<file path="config.mk">
export PLATFORM = sky130hd
export DESIGN_NAME = img_rd_fetch
export DESIGN_NICKNAME = d
export VERILOG_FILES = /design/src/rtl/img_pkg.sv /design/src/rtl/sync_fifo.sv /design/src/rtl/img_rd_fetch.sv
export SDC_FILE = /design/constraint.sdc
export NUM_CORES = 1
export LEC_CHECK = 0
export ABC_AREA = 1
export CAP_MARGIN = 20
export CORE_MARGIN = 4
export CORE_UTILIZATION = 50
export CTS_CLUSTER_DIAMETER = 50
export DETAILED_ROUTE_END_ITERATION = 16
export PLACE_DENSITY = 0.76
export REMOVE_ABC_BUFFERS = 1
export SETUP_SLACK_MARGIN = 0.2
export SLEW_MARGIN = 30
export SYNTH_ARGS = -nofsm -noshare
export SYNTH_HDL_FRONTEND = slang
export SYNTH_SLANG_ARGS = --single-unit
</file>
<file path="constraint.sdc">
create_clock -name clk -period 2.6 [get_ports clk]
set_clock_uncertainty 0.15 [all_clocks]
set_input_delay 0.26 -clock clk [delete_from_list [all_inputs] [get_ports clk]]
set_output_delay 0.26 -clock clk [all_outputs]
set_load 0.01 [all_outputs]
</file>
<file path="src/rtl/img_pkg.sv">
`default_nettype none
// ------------------------------------------------------------------
// img_pkg: shared image-pipeline types and address-width helper
// Rev 1.0
// ------------------------------------------------------------------
package img_pkg;

  localparam int IMG_WIDTH_DFLT  = 41;
  localparam int IMG_HEIGHT_DFLT = 50;
  localparam int DATA_W_DFLT     = 18;
  localparam int W_X             = $clog2(IMG_WIDTH_DFLT);
  localparam int W_Y             = $clog2(IMG_HEIGHT_DFLT);

  function automatic int addr_w(input int w, input int h);
    return $clog2(w * h);
  endfunction

  typedef logic [W_X-1:0] coord_x_t;
  typedef logic [W_Y-1:0] coord_y_t;

  typedef struct packed {
    logic [DATA_W_DFLT-1:0] data;
    coord_x_t               x;
    coord_y_t               y;
  } fetch_t;

endpackage
`default_nettype wire

</file>
<file path="src/rtl/sync_fifo.sv">
`default_nettype none
// ------------------------------------------------------------------
// sync_fifo: single-clock FIFO; head data, full and count come from flops
// Rev 1.0
// ------------------------------------------------------------------
module sync_fifo #(
  parameter  int WIDTH = 8,
  parameter  int DEPTH = 4,
  localparam int PTR_W = (DEPTH > 1) ? $clog2(DEPTH) : 1,
  localparam int CNT_W = $clog2(DEPTH + 1)
) (
  input  logic             clk,
  input  logic             rst,
  input  logic             wr_en_i,
  input  logic [WIDTH-1:0] wr_data_i,
  input  logic             rd_en_i,
  output logic [WIDTH-1:0] rd_data_o,
  output logic             full_o,
  output logic [CNT_W-1:0] count_o
);

  logic [WIDTH-1:0] mem_q [DEPTH];
  logic [PTR_W-1:0] wr_ptr_q, rd_ptr_q;
  logic [CNT_W-1:0] count_q;
  logic             do_wr, do_rd;

  // A write into a full FIFO is allowed when the head leaves in the same cycle.
  assign do_rd = rd_en_i & (count_q != '0);
  assign do_wr = wr_en_i & (~full_o | do_rd);

  assign full_o    = (count_q == CNT_W'(DEPTH));
  assign count_o   = count_q;
  assign rd_data_o = mem_q[rd_ptr_q];

  function automatic logic [PTR_W-1:0] ptr_inc(input logic [PTR_W-1:0] p);
    return (p == PTR_W'(DEPTH - 1)) ? '0 : p + 1'b1;
  endfunction

  always_ff @(posedge clk) begin
    if (rst) begin
      wr_ptr_q <= '0;
      rd_ptr_q <= '0;
      count_q  <= '0;
    end else begin
      if (do_wr) wr_ptr_q <= ptr_inc(wr_ptr_q);
      if (do_rd) rd_ptr_q <= ptr_inc(rd_ptr_q);
      case ({do_wr, do_rd})
        2'b10:   count_q <= count_q + 1'b1;
        2'b01:   count_q <= count_q - 1'b1;
        default: count_q <= count_q;
      endcase
    end
  end

  always_ff @(posedge clk) begin
    if (do_wr) mem_q[wr_ptr_q] <= wr_data_i;
  end

endmodule
`default_nettype wire

</file>
<file path="src/rtl/img_rd_fetch.sv">
`default_nettype none
// ------------------------------------------------------------------
// img_rd_fetch: linearises (x,y) into RAM reads, returns tagged words
// Rev 1.0
// ------------------------------------------------------------------
module img_rd_fetch
  import img_pkg::*;
#(
  parameter  int IMG_WIDTH  = 41,
  parameter  int IMG_HEIGHT = 50,
  parameter  int DATA_W     = 18,
  parameter  int RD_LATENCY = 1,
  parameter  int FIFO_DEPTH = 4,
  localparam int W_X        = $clog2(IMG_WIDTH),
  localparam int W_Y        = $clog2(IMG_HEIGHT),
  localparam int ADDR_W     = addr_w(IMG_WIDTH, IMG_HEIGHT)
) (
  input  logic              clk,
  input  logic              rst,
  input  logic              addr_valid_i,
  output logic              addr_ready_o,
  input  logic [W_X-1:0]    x_i,
  input  logic [W_Y-1:0]    y_i,
  output logic              mem_rd_en_o,
  output logic [ADDR_W-1:0] mem_addr_o,
  input  logic [DATA_W-1:0] mem_rd_data_i,
  output logic              data_valid_o,
  input  logic              data_ready_i,
  output logic [DATA_W-1:0] data_o,
  output logic [W_X-1:0]    data_x_o,
  output logic [W_Y-1:0]    data_y_o,
  output logic              range_err_o
);

  localparam int OCC_W  = $clog2(FIFO_DEPTH + 1);
  localparam int FIFO_W = DATA_W + W_X + W_Y;

  if (RD_LATENCY < 1 || RD_LATENCY > 4) begin : g_lat_chk
    $error("img_rd_fetch: RD_LATENCY must be in 1..4");
  end
  if (FIFO_DEPTH < RD_LATENCY + 1) begin : g_depth_chk
    $error("img_rd_fetch: FIFO_DEPTH must be >= RD_LATENCY+1");
  end

  logic [OCC_W-1:0]  occ_q, occ_d;
  logic              issue, pop, out_of_range;
  logic [RD_LATENCY-1:0] tv_q;
  logic [W_X-1:0]    tx_q [RD_LATENCY];
  logic [W_Y-1:0]    ty_q [RD_LATENCY];
  logic              fifo_wr, fifo_full;
  logic [FIFO_W-1:0] fifo_head;
  logic [OCC_W-1:0]  fifo_cnt;
  logic              range_err_q;

  assign mem_addr_o = ADDR_W'((ADDR_W+1)'(y_i) * (ADDR_W+1)'(IMG_WIDTH) + (ADDR_W+1)'(x_i));

  // Credits cover both in-flight reads and buffered words, so the FIFO never overflows.
  assign addr_ready_o = (occ_q < OCC_W'(FIFO_DEPTH)) & ~rst;
  assign issue        = addr_valid_i & addr_ready_o;
  assign mem_rd_en_o  = issue;
  assign pop          = data_valid_o & data_ready_i;
  assign out_of_range = (32'(x_i) >= IMG_WIDTH) | (32'(y_i) >= IMG_HEIGHT);

  always_comb begin
    occ_d = occ_q;
    case ({issue, pop})
      2'b10:   occ_d = occ_q + 1'b1;
      2'b01:   occ_d = occ_q - 1'b1;
      default: occ_d = occ_q;
    endcase
  end

  always_ff @(posedge clk) begin
    if (rst) begin
      occ_q       <= '0;
      range_err_q <= 1'b0;
    end else begin
      occ_q <= occ_d;
      if (issue && out_of_range) range_err_q <= 1'b1;
    end
  end

  // Tag pipe mirrors the RAM latency and never stalls.
  always_ff @(posedge clk) begin
    if (rst) begin
      tv_q <= '0;
    end else begin
      tv_q[0] <= issue;
      for (int i = 1; i < RD_LATENCY; i++) tv_q[i] <= tv_q[i-1];
    end
    tx_q[0] <= x_i;
    ty_q[0] <= y_i;
    for (int i = 1; i < RD_LATENCY; i++) begin
      tx_q[i] <= tx_q[i-1];
      ty_q[i] <= ty_q[i-1];
    end
  end

  assign fifo_wr = tv_q[RD_LATENCY-1] & (~fifo_full | pop);

  sync_fifo #(
    .WIDTH (FIFO_W),
    .DEPTH (FIFO_DEPTH)
  ) u_fifo (
    .clk       (clk),
    .rst       (rst),
    .wr_en_i   (fifo_wr),
    .wr_data_i ({mem_rd_data_i, tx_q[RD_LATENCY-1], ty_q[RD_LATENCY-1]}),
    .rd_en_i   (pop),
    .rd_data_o (fifo_head),
    .full_o    (fifo_full),
    .count_o   (fifo_cnt)
  );

  assign data_valid_o = (fifo_cnt != '0) & ~rst;
  assign data_o       = fifo_head[FIFO_W-1 -: DATA_W];
  assign data_x_o     = fifo_head[W_X+W_Y-1 -: W_X];
  assign data_y_o     = fifo_head[W_Y-1:0];
  assign range_err_o  = range_err_q;

endmodule
`default_nettype wire

</file>
* Yosys cells after proc, flatten, opt, wreduce, memory -nomap -nowiden
Memories as Yosys holds them, arrays and structs flattened. A register that Yosys moved wholly into a read port is not among the register bits.
Index checks and enable logic that the tools add are counted.
** Storage, ports and cells
- Output and inout port bits :: 46
- RAM bits :: 132
- Latch bits :: 0
- Logic and storage cells :: 51
- Memory bits (read-only) :: 0
- Flip-flop bits (word level) :: 12
- Memories :: 3
** Memory list
- u_fifo.mem_q :: words 4, bits a word 30, read ports 1, clocked after Yosys merged registers in 1, wr ports 1, line sync_fifo.sv:22 : logic [WIDTH-1:0] mem_q [DEPTH];
- tx_q :: words 1, bits a word 6, read ports 1, clocked after Yosys merged registers in 0, wr ports 1, line img_rd_fetch.sv:48 : logic [W_X-1:0] tx_q [RD_LATENCY];
- ty_q :: words 1, bits a word 6, read ports 1, clocked after Yosys merged registers in 0, wr ports 1, line img_rd_fetch.sv:49 : logic [W_Y-1:0] ty_q [RD_LATENCY];
** Cells by class
- Divide/modulo/power cells :: 0
- Order comparisons :: 3
- $add $sub $neg :: 7
- Muxes and demuxes :: 8
- Reductions and logical operators :: 4
- Bitwise operators :: 12
- Shift-type cells :: 0
- Equality and inequality tests :: 7
- Multiply operators :: 1
** Operators with widths (count)
- 12-bit by 6-bit adder with 12-bit output :: 1
- 6-bit >= comparator, second input constant :: 2
- 6-bit by 6-bit multiplier with 12-bit output, second input constant :: 1
- 3-bit case mux with 2 select lines :: 2
- 2-bit == test, second input constant :: 4
- 2-bit 2-to-1 mux :: 4
- 1-bit AND :: 7
- 3-bit by 1-bit adder with 3-bit output, second input constant :: 2
- 3-bit by 1-bit subtractor with 3-bit output, second input constant :: 2
- 2-bit by 1-bit adder with 2-bit output, second input constant :: 2
- 2-bit by 1-bit == test with 1-bit output, second input constant :: 2
- 2-bit nonzero test :: 2
- 3-bit == test, second input constant :: 1
- 3-bit less-than comparator, second input constant :: 1
- 1-bit bitwise OR :: 3
- 3-bit nonzero test :: 1
- 1-bit 2-to-1 mux :: 2
- 1-bit inverter :: 2
- 1-bit logical AND :: 1

* Depth between registers and ports, before layout
Gate-level depths: netlist (run 1).
- Word-level depth :: 8
- Gate-level depth with buffers :: 13
- Depth with buffers taken out :: 13

* Modules after synthesis
Synthesis (run 1) repeated with hierarchy kept, for this count alone.
** Second synthesis, totals
- Cells, all modules :: 552
- Area total of the unflattened synthesis :: 6416.2 um^2
** By module, submodules not included
- sync_fifo :: cells an instance 357, times used 1, area an instance 4924.7 um^2
- img_rd_fetch :: cells an instance 195, times used 1, area an instance 1491.4 um^2

* Least setup slack after synthesis (run 1)
Ideal clock, no wire load.
- Kind :: input port to output port
- Start point :: input port y_i[0]
- End point :: output port mem_addr_o[8]
- Arrival :: 2.455 ns
- Path buffers :: 0
- Stages :: 10
- Path slack :: -0.265 ns
- Data required time :: 2.190 ns
- Path through :: ha_1 -> ha_1 -> ha_1 -> fa_1 -> ha_1 -> a21oi_1 -> nor2_1 -> nor2_1 -> nand3_1 -> nand2_1
** Between the ends
- Word-level cells in the longest chain between the ends :: 2
** Ends and longest elaborated chain
- start: declaration :: line img_rd_fetch.sv:23 : input logic [W_Y-1:0] y_i,
- 6-bit by 6-bit multiplier with 12-bit output :: line img_rd_fetch.sv:55 : assign mem_addr_o = ADDR_W'((ADDR_W+1)'(y_i) * (ADDR_W+1)'(IMG_WIDTH) + (ADDR_W+1)'(x_i));
- 12-bit by 6-bit adder with 12-bit output :: line img_rd_fetch.sv:55
- end: declaration :: line img_rd_fetch.sv:25 : output logic [ADDR_W-1:0] mem_addr_o,
Every way passes these cells.

* Worst setup path in the final report (run 1)
- Start point :: input port y_i[2]
- End point :: output port mem_addr_o[10]
Same word-level chain as after synthesis.

==> impl_metrics.tcl, run 1 <==
set metrics [dict create \
    post-route-period-util_pct 111.1 \
    setup_slack_ns -0.2873 \
    pwr-share-seq_pct 40.4 \
    crit_chain "buf_8 -> ha_4 -> ha_4 -> ha_4 -> fa_2 -> ha_4 -> a21oi_4 -> nand2_1 -> nand2_1 -> nand3_1 -> nand2_1 -> nand2_1 -> buf_2" \
    maxSlewViolCount 0 \
    hp-class "primary input to flop" \
    finalSetupViolations 7 \
    pwr-share-comb_pct 22.0 \
    hold_start "x_i[0]" \
    worstReg2RegStart "u_fifo.count_o[2]$_SDFFE_PP0P_" \
    status "finished, violations left" \
    clk_pin_slew_ns 0.06 \
    worstMarginPinSlew_ns 0.3079 \
    diodes 0 \
    htreeDepth 4 \
    synth_cell_types 29 \
    grt_pass1_wl_um 23490 \
    drc 0 \
    min_period_ns 2.887 \
    peakVddDrop_uv 566.4 \
    power_mw 6.544 \
    slew_headroom_pct 79.44 \
    synth_top_area_cell "edfxtp_1" \
    swShare_pct 25.61 \
    routabilityCongestion 0.9172 \
    fillers 812 \
    finalNonFillerCells 846 \
    synth_area_per_cell_sq_um 11.85 \
    drive_gt1_share_pct 23.30 \
    cpMaxStageDelayCell "fa_2" \
    cts_tree "done" \
    port_buffers 79 \
    io_pins 80 \
    vias_per_cell 5.333 \
    final_common_cell "edfxtp_1" \
    clkPwrFrac_pct 37.6 \
    design_area_sq_um 8821 \
    final_util_pct 71.94 \
    pre_cts_slack_ns -1.364 \
    overflow 0 \
    synth_cells 538 \
    fmax_mhz 346.3 \
    final_cell_mix "edfxtp_1 (120), nor2_1 (73), o21ai_0 (60)" \
    ant_nets 0 \
    cp_data_arrival_time_ns 2.48 \
    vias 4512 \
    coreArea_sq_um 12260 \
    syn-cell-area_sq_um 6374 \
    ys_ff_latch 146 \
    required_ns 2.19 \
    avgRoutedWirePerCell_um 17.53 \
    clock_sinks 146 \
    die-area_sq_um 14620 \
    grt_pass1_vias 4626 \
    path_buf_inv 2 \
    initial_core_util_pct 51.98 \
    row_count 40 \
    clkLatencyLatePin_ns 0.41 \
    placed_cells 808 \
    die_h_um 120.9 \
    cts-buffers-inserted 17 \
    rsz0062_at_grt "yes" \
    violations "setup timing" \
    fin_nets 747 \
    critPathTopFamily "adder cells" \
    hpwl_um 8825 \
    wl_um 14830 \
    p_leak_nw 3.491 \
    dr.pass1.iters 4 \
    cpPeakStageDelay_ns 0.56 \
    drt_iter0_markers 334 \
    track_usage_pct 20.91 \
    crit_start "y_i[2]" \
    p_sw_mw 1.676 \
    max_cap_viol_count 0 \
    cell_internal_pwr_mw 4.868 \
    critPathKind "primary input to primary output" \
    synth_area_leaders "edfxtp_1 (57%), ha_1 (8.4%), dfxtp_1 (8.2%)" \
    cts-root-buf "clkbuf_16" \
    area_delta_synth_final_pct 38.40 \
    cp_max_fo 4 \
    die_w_um 120.9 \
    grt_max_degree 31 \
    cp-start-kind "primary input" \
    clock_path_buffers 2 \
    antenna_found_initial 0 \
    synth_top_area_share_pct 56.54 \
    p_per_area_nw_per_um2 741.9 \
    yosys_warnings 0 \
    hold_violations 0 \
    worst_setup_path_end_kind "primary output" \
    dpl-instance-area_sq_um 7692 \
    ys_seq_area_share_pct 64.70 \
]
-- synthesized netlist by cell type --
| library cell | count |
|---|---|
| nand3_1 | 13 |
| nand3_2 | 2 |
| a21oi_2 | 1 |
| nand2_1 | 50 |
| xor2_1 | 5 |
| xnor2_1 | 1 |
| fa_1 | 5 |
| a21o_1 | 2 |
| nor2_2 | 1 |
| buf_2 | 10 |
| clkbuf_1 | 6 |
| a21oi_1 | 14 |
| nor2_1 | 82 |
| nand4_1 | 3 |
| ha_1 | 43 |
| nand2_2 | 2 |
| or2_2 | 1 |
| dfxtp_1 | 26 |
| inv_2 | 2 |
| o21ai_1 | 6 |
| buf_6 | 1 |
| o21ai_0 | 60 |
| nor2_4 | 1 |
| o22ai_1 | 30 |
| clkbuf_2 | 3 |
| inv_1 | 46 |
| edfxtp_1 | 120 |
| o211ai_4 | 1 |
| nand2_4 | 1 |
-- path summary, 6_finish.rpt --
path,slack [ns],depth (start not counted),end
worst min-delay path,0.01,2,tx_q[0][0]$_DFF_P_
worst max register to register,0.46,11,u_fifo.count_o[2]$_SDFFE_PP0P_
worst min register to register,0.31,2,range_err_o$_SDFFE_PP0P_
worst max-delay path,-0.29,13,mem_addr_o[10]
-- per-layer routing --
metal,GRT usage (%),part of all wire (%),up-vias
met3,5.035,5.4,24
met1,25.83,41,2191
met2,36.26,51,144
met5,0,0,-
met4,6.586,1.9,0
li1,-,-,2153
-- sequential cells by signal, indices dropped and copies added (netlist names), named ones only --
| name | cells |
|---|---|
| tx_q | 6 |
| ty_q | 6 |
| range_err_o | 1 |
| u_fifo.rd_ptr_q | 2 |
| occ_q | 3 |
| u_fifo.count_o | 3 |
| tv_q | 1 |
| u_fifo.mem_q | 120 |
| u_fifo.wr_ptr_q | 2 |
-- logic make-up (layout without fill, tap and decap cells) --
logic type / Yosys count / after routing / share of synthesized area, %
AOI/OAI and AO/OA: 114 / 114 / 9.933
adders and majority gates: 48 / 48 / 10.01
and+or+nand+nor: 156 / 156 / 10.15
DFF: 146 / 146 / 64.70
buffers and inverters: 68 / 208 / 4.378
xor gates and xnor gates: 6 / 6 / 0.8245
-- final cells by class --
cell class	instances	area [sq um]	share of cell area (%)
flip-flops and latches	146	4129	46.81
multi-input cells	324	2435	27.60
repair buffers	128	1244	14.10
clock buffers	28	594.3	6.738
well taps	168	210.2	2.383
inverters	48	182.7	2.071
clock inverters	4	26.28	0.2979
-- worst reg2reg max path: cells and delay by family (launching register included) --
family / cells / cell delay, ns
buf+inv: 3 / 0.23
compound gates: 5 / 0.64
simple gates: 1 / 0.10
flops: 1 / 0.39
fa+ha+maj: 2 / 0.52
-- power groups by stage --
stage	sequential, mW	combinational [mW]	clock, mW
5_1_grt	2.65	1.57	2.61
3_3_place_gp	2.68	1.23	0
2_1_floorplan	2.70	0.571	0
3_5_place_dp	2.69	1.25	0
4_1_cts	2.64	1.37	2.46
6_report	2.65	1.44	2.46
-- timing repair --
item,in CTS,in global routing
gates resized for setup,142,32
setup endpoints to repair,41,20
hold endpoints to repair,4,0
hold buffers,4,0
buffers inserted,1,0
gates cloned,1,0
pin swaps,25,12
-- metrics by stage --
stage	hold WS [ns]	TNS, ns
finish	0.009754	-1.694
global route	0.006618	-2.318
CTS	0.05642	-1.591
detailed placement	0.2989	-10.61
global placement	0.2877	-10.58
floorplan	0.1377	-1.381
Power figures use the tool's default switching activity.
==> run 2: changes to the inputs <==
MAX_ROUTING_LAYER = met4   (was not set)
==> impl_metrics.tcl, run 2 (synthesized netlist as in run 1, its figures left out) <==
set metrics [dict create \
    final_util_pct 71.62 \
    diodes 0 \
    post-route-period-util_pct 112.5 \
    ant_nets 0 \
    htreeDepth 4 \
    antenna_found_initial 0 \
    dr.pass1.iters 5 \
    vias_per_cell 5.291 \
    reg.largest.list "u_fifo.mem_q: 120 flops, tx_q: 6 flops, ty_q: 6 flops" \
    die-area_sq_um 14620 \
    cp-start-kind "primary input" \
    cp_max_fo 4 \
    fin_setup_tns_ns -1.939 \
    overflow 0 \
    max_cap_viol_count 0 \
    critPathKind "primary input to primary output" \
    finalSetupViolations 7 \
    p_leak_nw 3.503 \
    required_ns 2.19 \
    rsz0062_at_grt "yes" \
    drive_gt1_share_pct 23.98 \
    coreArea_sq_um 12260 \
    regMostFlops "u_fifo.mem_q" \
    avgRoutedWirePerCell_um 18.04 \
    final_cell_mix "edfxtp_1 (120), nor2_1 (74), o21ai_0 (60)" \
    drt_iter0_markers 258 \
    multiInputGateArea_sq_um 2395 \
    slew_headroom_pct 80.45 \
    vias 4529 \
    fmax_mhz 341.8 \
    io_pins 80 \
    hold_violations 0 \
    initial_core_util_pct 51.98 \
    status "finished, violations left" \
    drc 0 \
    clk_pin_slew_ns 0.05 \
    finalNonFillerCells 856 \
    power_mw 6.298 \
    cts_tree "done" \
    clock_sinks 146 \
    cts-root-buf "clkbuf_16" \
    crit_top_cell "ha_4" \
    maxSlewViolCount 0 \
    routabilityCongestion 0.8850 \
    worstMarginPinSlew_ns 0.2928 \
    violations "setup timing" \
    grt_pass1_vias 4766 \
    cp_data_arrival_time_ns 2.52 \
    crit_chain "buf_8 -> ha_4 -> ha_4 -> ha_4 -> fa_2 -> ha_4 -> a21oi_4 -> buf_4 -> nand2_1 -> xor2_1 -> buf_2" \
    peakVddDrop_uv 499.7 \
    die_w_um 120.9 \
    critPathTopFamily "adder cells" \
    cpPeakStageDelay_ns 0.57 \
    cpMaxStageDelayCell "fa_2" \
    setup_slack_ns -0.3254 \
    clkLatencyLatePin_ns 0.42 \
    largest_reg_flops 120 \
    p_per_area_nw_per_um2 717.1 \
    final_common_cell "edfxtp_1" \
    path_buf_inv 3 \
    area_delta_synth_final_pct 37.79 \
    fillers 833 \
    grt_pass1_wl_um 23700 \
    grt_max_degree 37 \
    die_h_um 120.9 \
    min_period_ns 2.925 \
    row_count 40 \
    seqCellArea_sq_um 4128 \
    hpwl_um 9224 \
    worst_setup_path_end_kind "primary output" \
    port_buffers 79 \
    wl_um 15450 \
    hp-class "primary input to flop" \
    track_usage_pct 21.82 \
    placed_cells 810 \
    cts-buffers-inserted 17 \
    fin_nets 757 \
    clock_path_buffers 2 \
]
[run 2: changes by cell type in the layout (fill, tap and decap cells not counted), sizes merged]
| cell | previous run | this run |
|---|---|---|
| clkbuf | 29 | 21 |
| clkdlybuf4s50 | 30 | 31 |
| clkinv | 1 | 3 |
| inv | 51 | 56 |
| dlymetal6s2s | 11 | 10 |
| buf | 59 | 70 |
[run 2: final cells by class]
class / instances / share of cell area, %
sequential: 146 / 47.00
multi-input combinational: 324 / 27.27
clock buffer: 21 / 5.286
tap: 168 / 2.394
timing repair buffer: 138 / 15.07
inverter: 48 / 2.137
clock inverter: 11 / 0.8406
[run 2: what timing repair did]
| action | CTS | global route |
|---|---|---|
| pin swaps | 25 | 17 |
| buffers inserted | 4 | 5 |
| endpoints found under the hold margin | 4 | 0 |
| gates cloned | 1 | 0 |
| endpoints found under the setup margin | 41 | 18 |
| hold buffers | 4 | 0 |
| resized for setup | 143 | 29 |
[run 2: where the power goes]
group | total (mW) | switching (mW) | internal, mW
Sequential | 2.64 | 0.0389 | 2.61
Clock | 2.19 | 0.905 | 1.29
Combinational | 1.46 | 0.756 | 0.703
Total | 6.30 | 1.70 | 4.60
[run 2: layer usage]
| layer | global-route usage (%) | part of all wire [%] |
|---|---|---|
| met3 | 5.082 | 5.7 |
| met5 | - | 0 |
| met4 | 8.853 | 2.3 |
| met2 | 38.35 | 54 |
| met1 | 23.90 | 38 |
[run 2: per-stage QoR]
stage | setup WS (ns) | area, sq um | hold WS [ns]
floorplan | -0.2648 | 6275 | 0.1377
global placement | -1.341 | 7707 | 0.2856
detailed placement | -1.361 | 7707 | 0.2935
CTS | -0.2929 | 8633 | 0.03079
global route | -0.4173 | 8782 | 0.004178
finish | -0.3254 | 8782 | 0.007640
[run 2: worst paths after layout]
| check | from | end | slack [ns] | cells after the start |
|---|---|---|---|---|
| worst max-delay path | y_i[0] | mem_addr_o[6] | -0.33 | 11 |
| worst min-delay path | x_i[0] | tx_q[0][0]$_DFF_P_ | 0.008 | 2 |
| worst max register to register | u_fifo.count_o[2]$_SDFFE_PP0P_ | u_fifo.count_o[2]$_SDFFE_PP0P_ | 0.51 | 11 |
| worst min register to register | range_err_o$_SDFFE_PP0P_ | range_err_o$_SDFFE_PP0P_ | 0.31 | 2 |
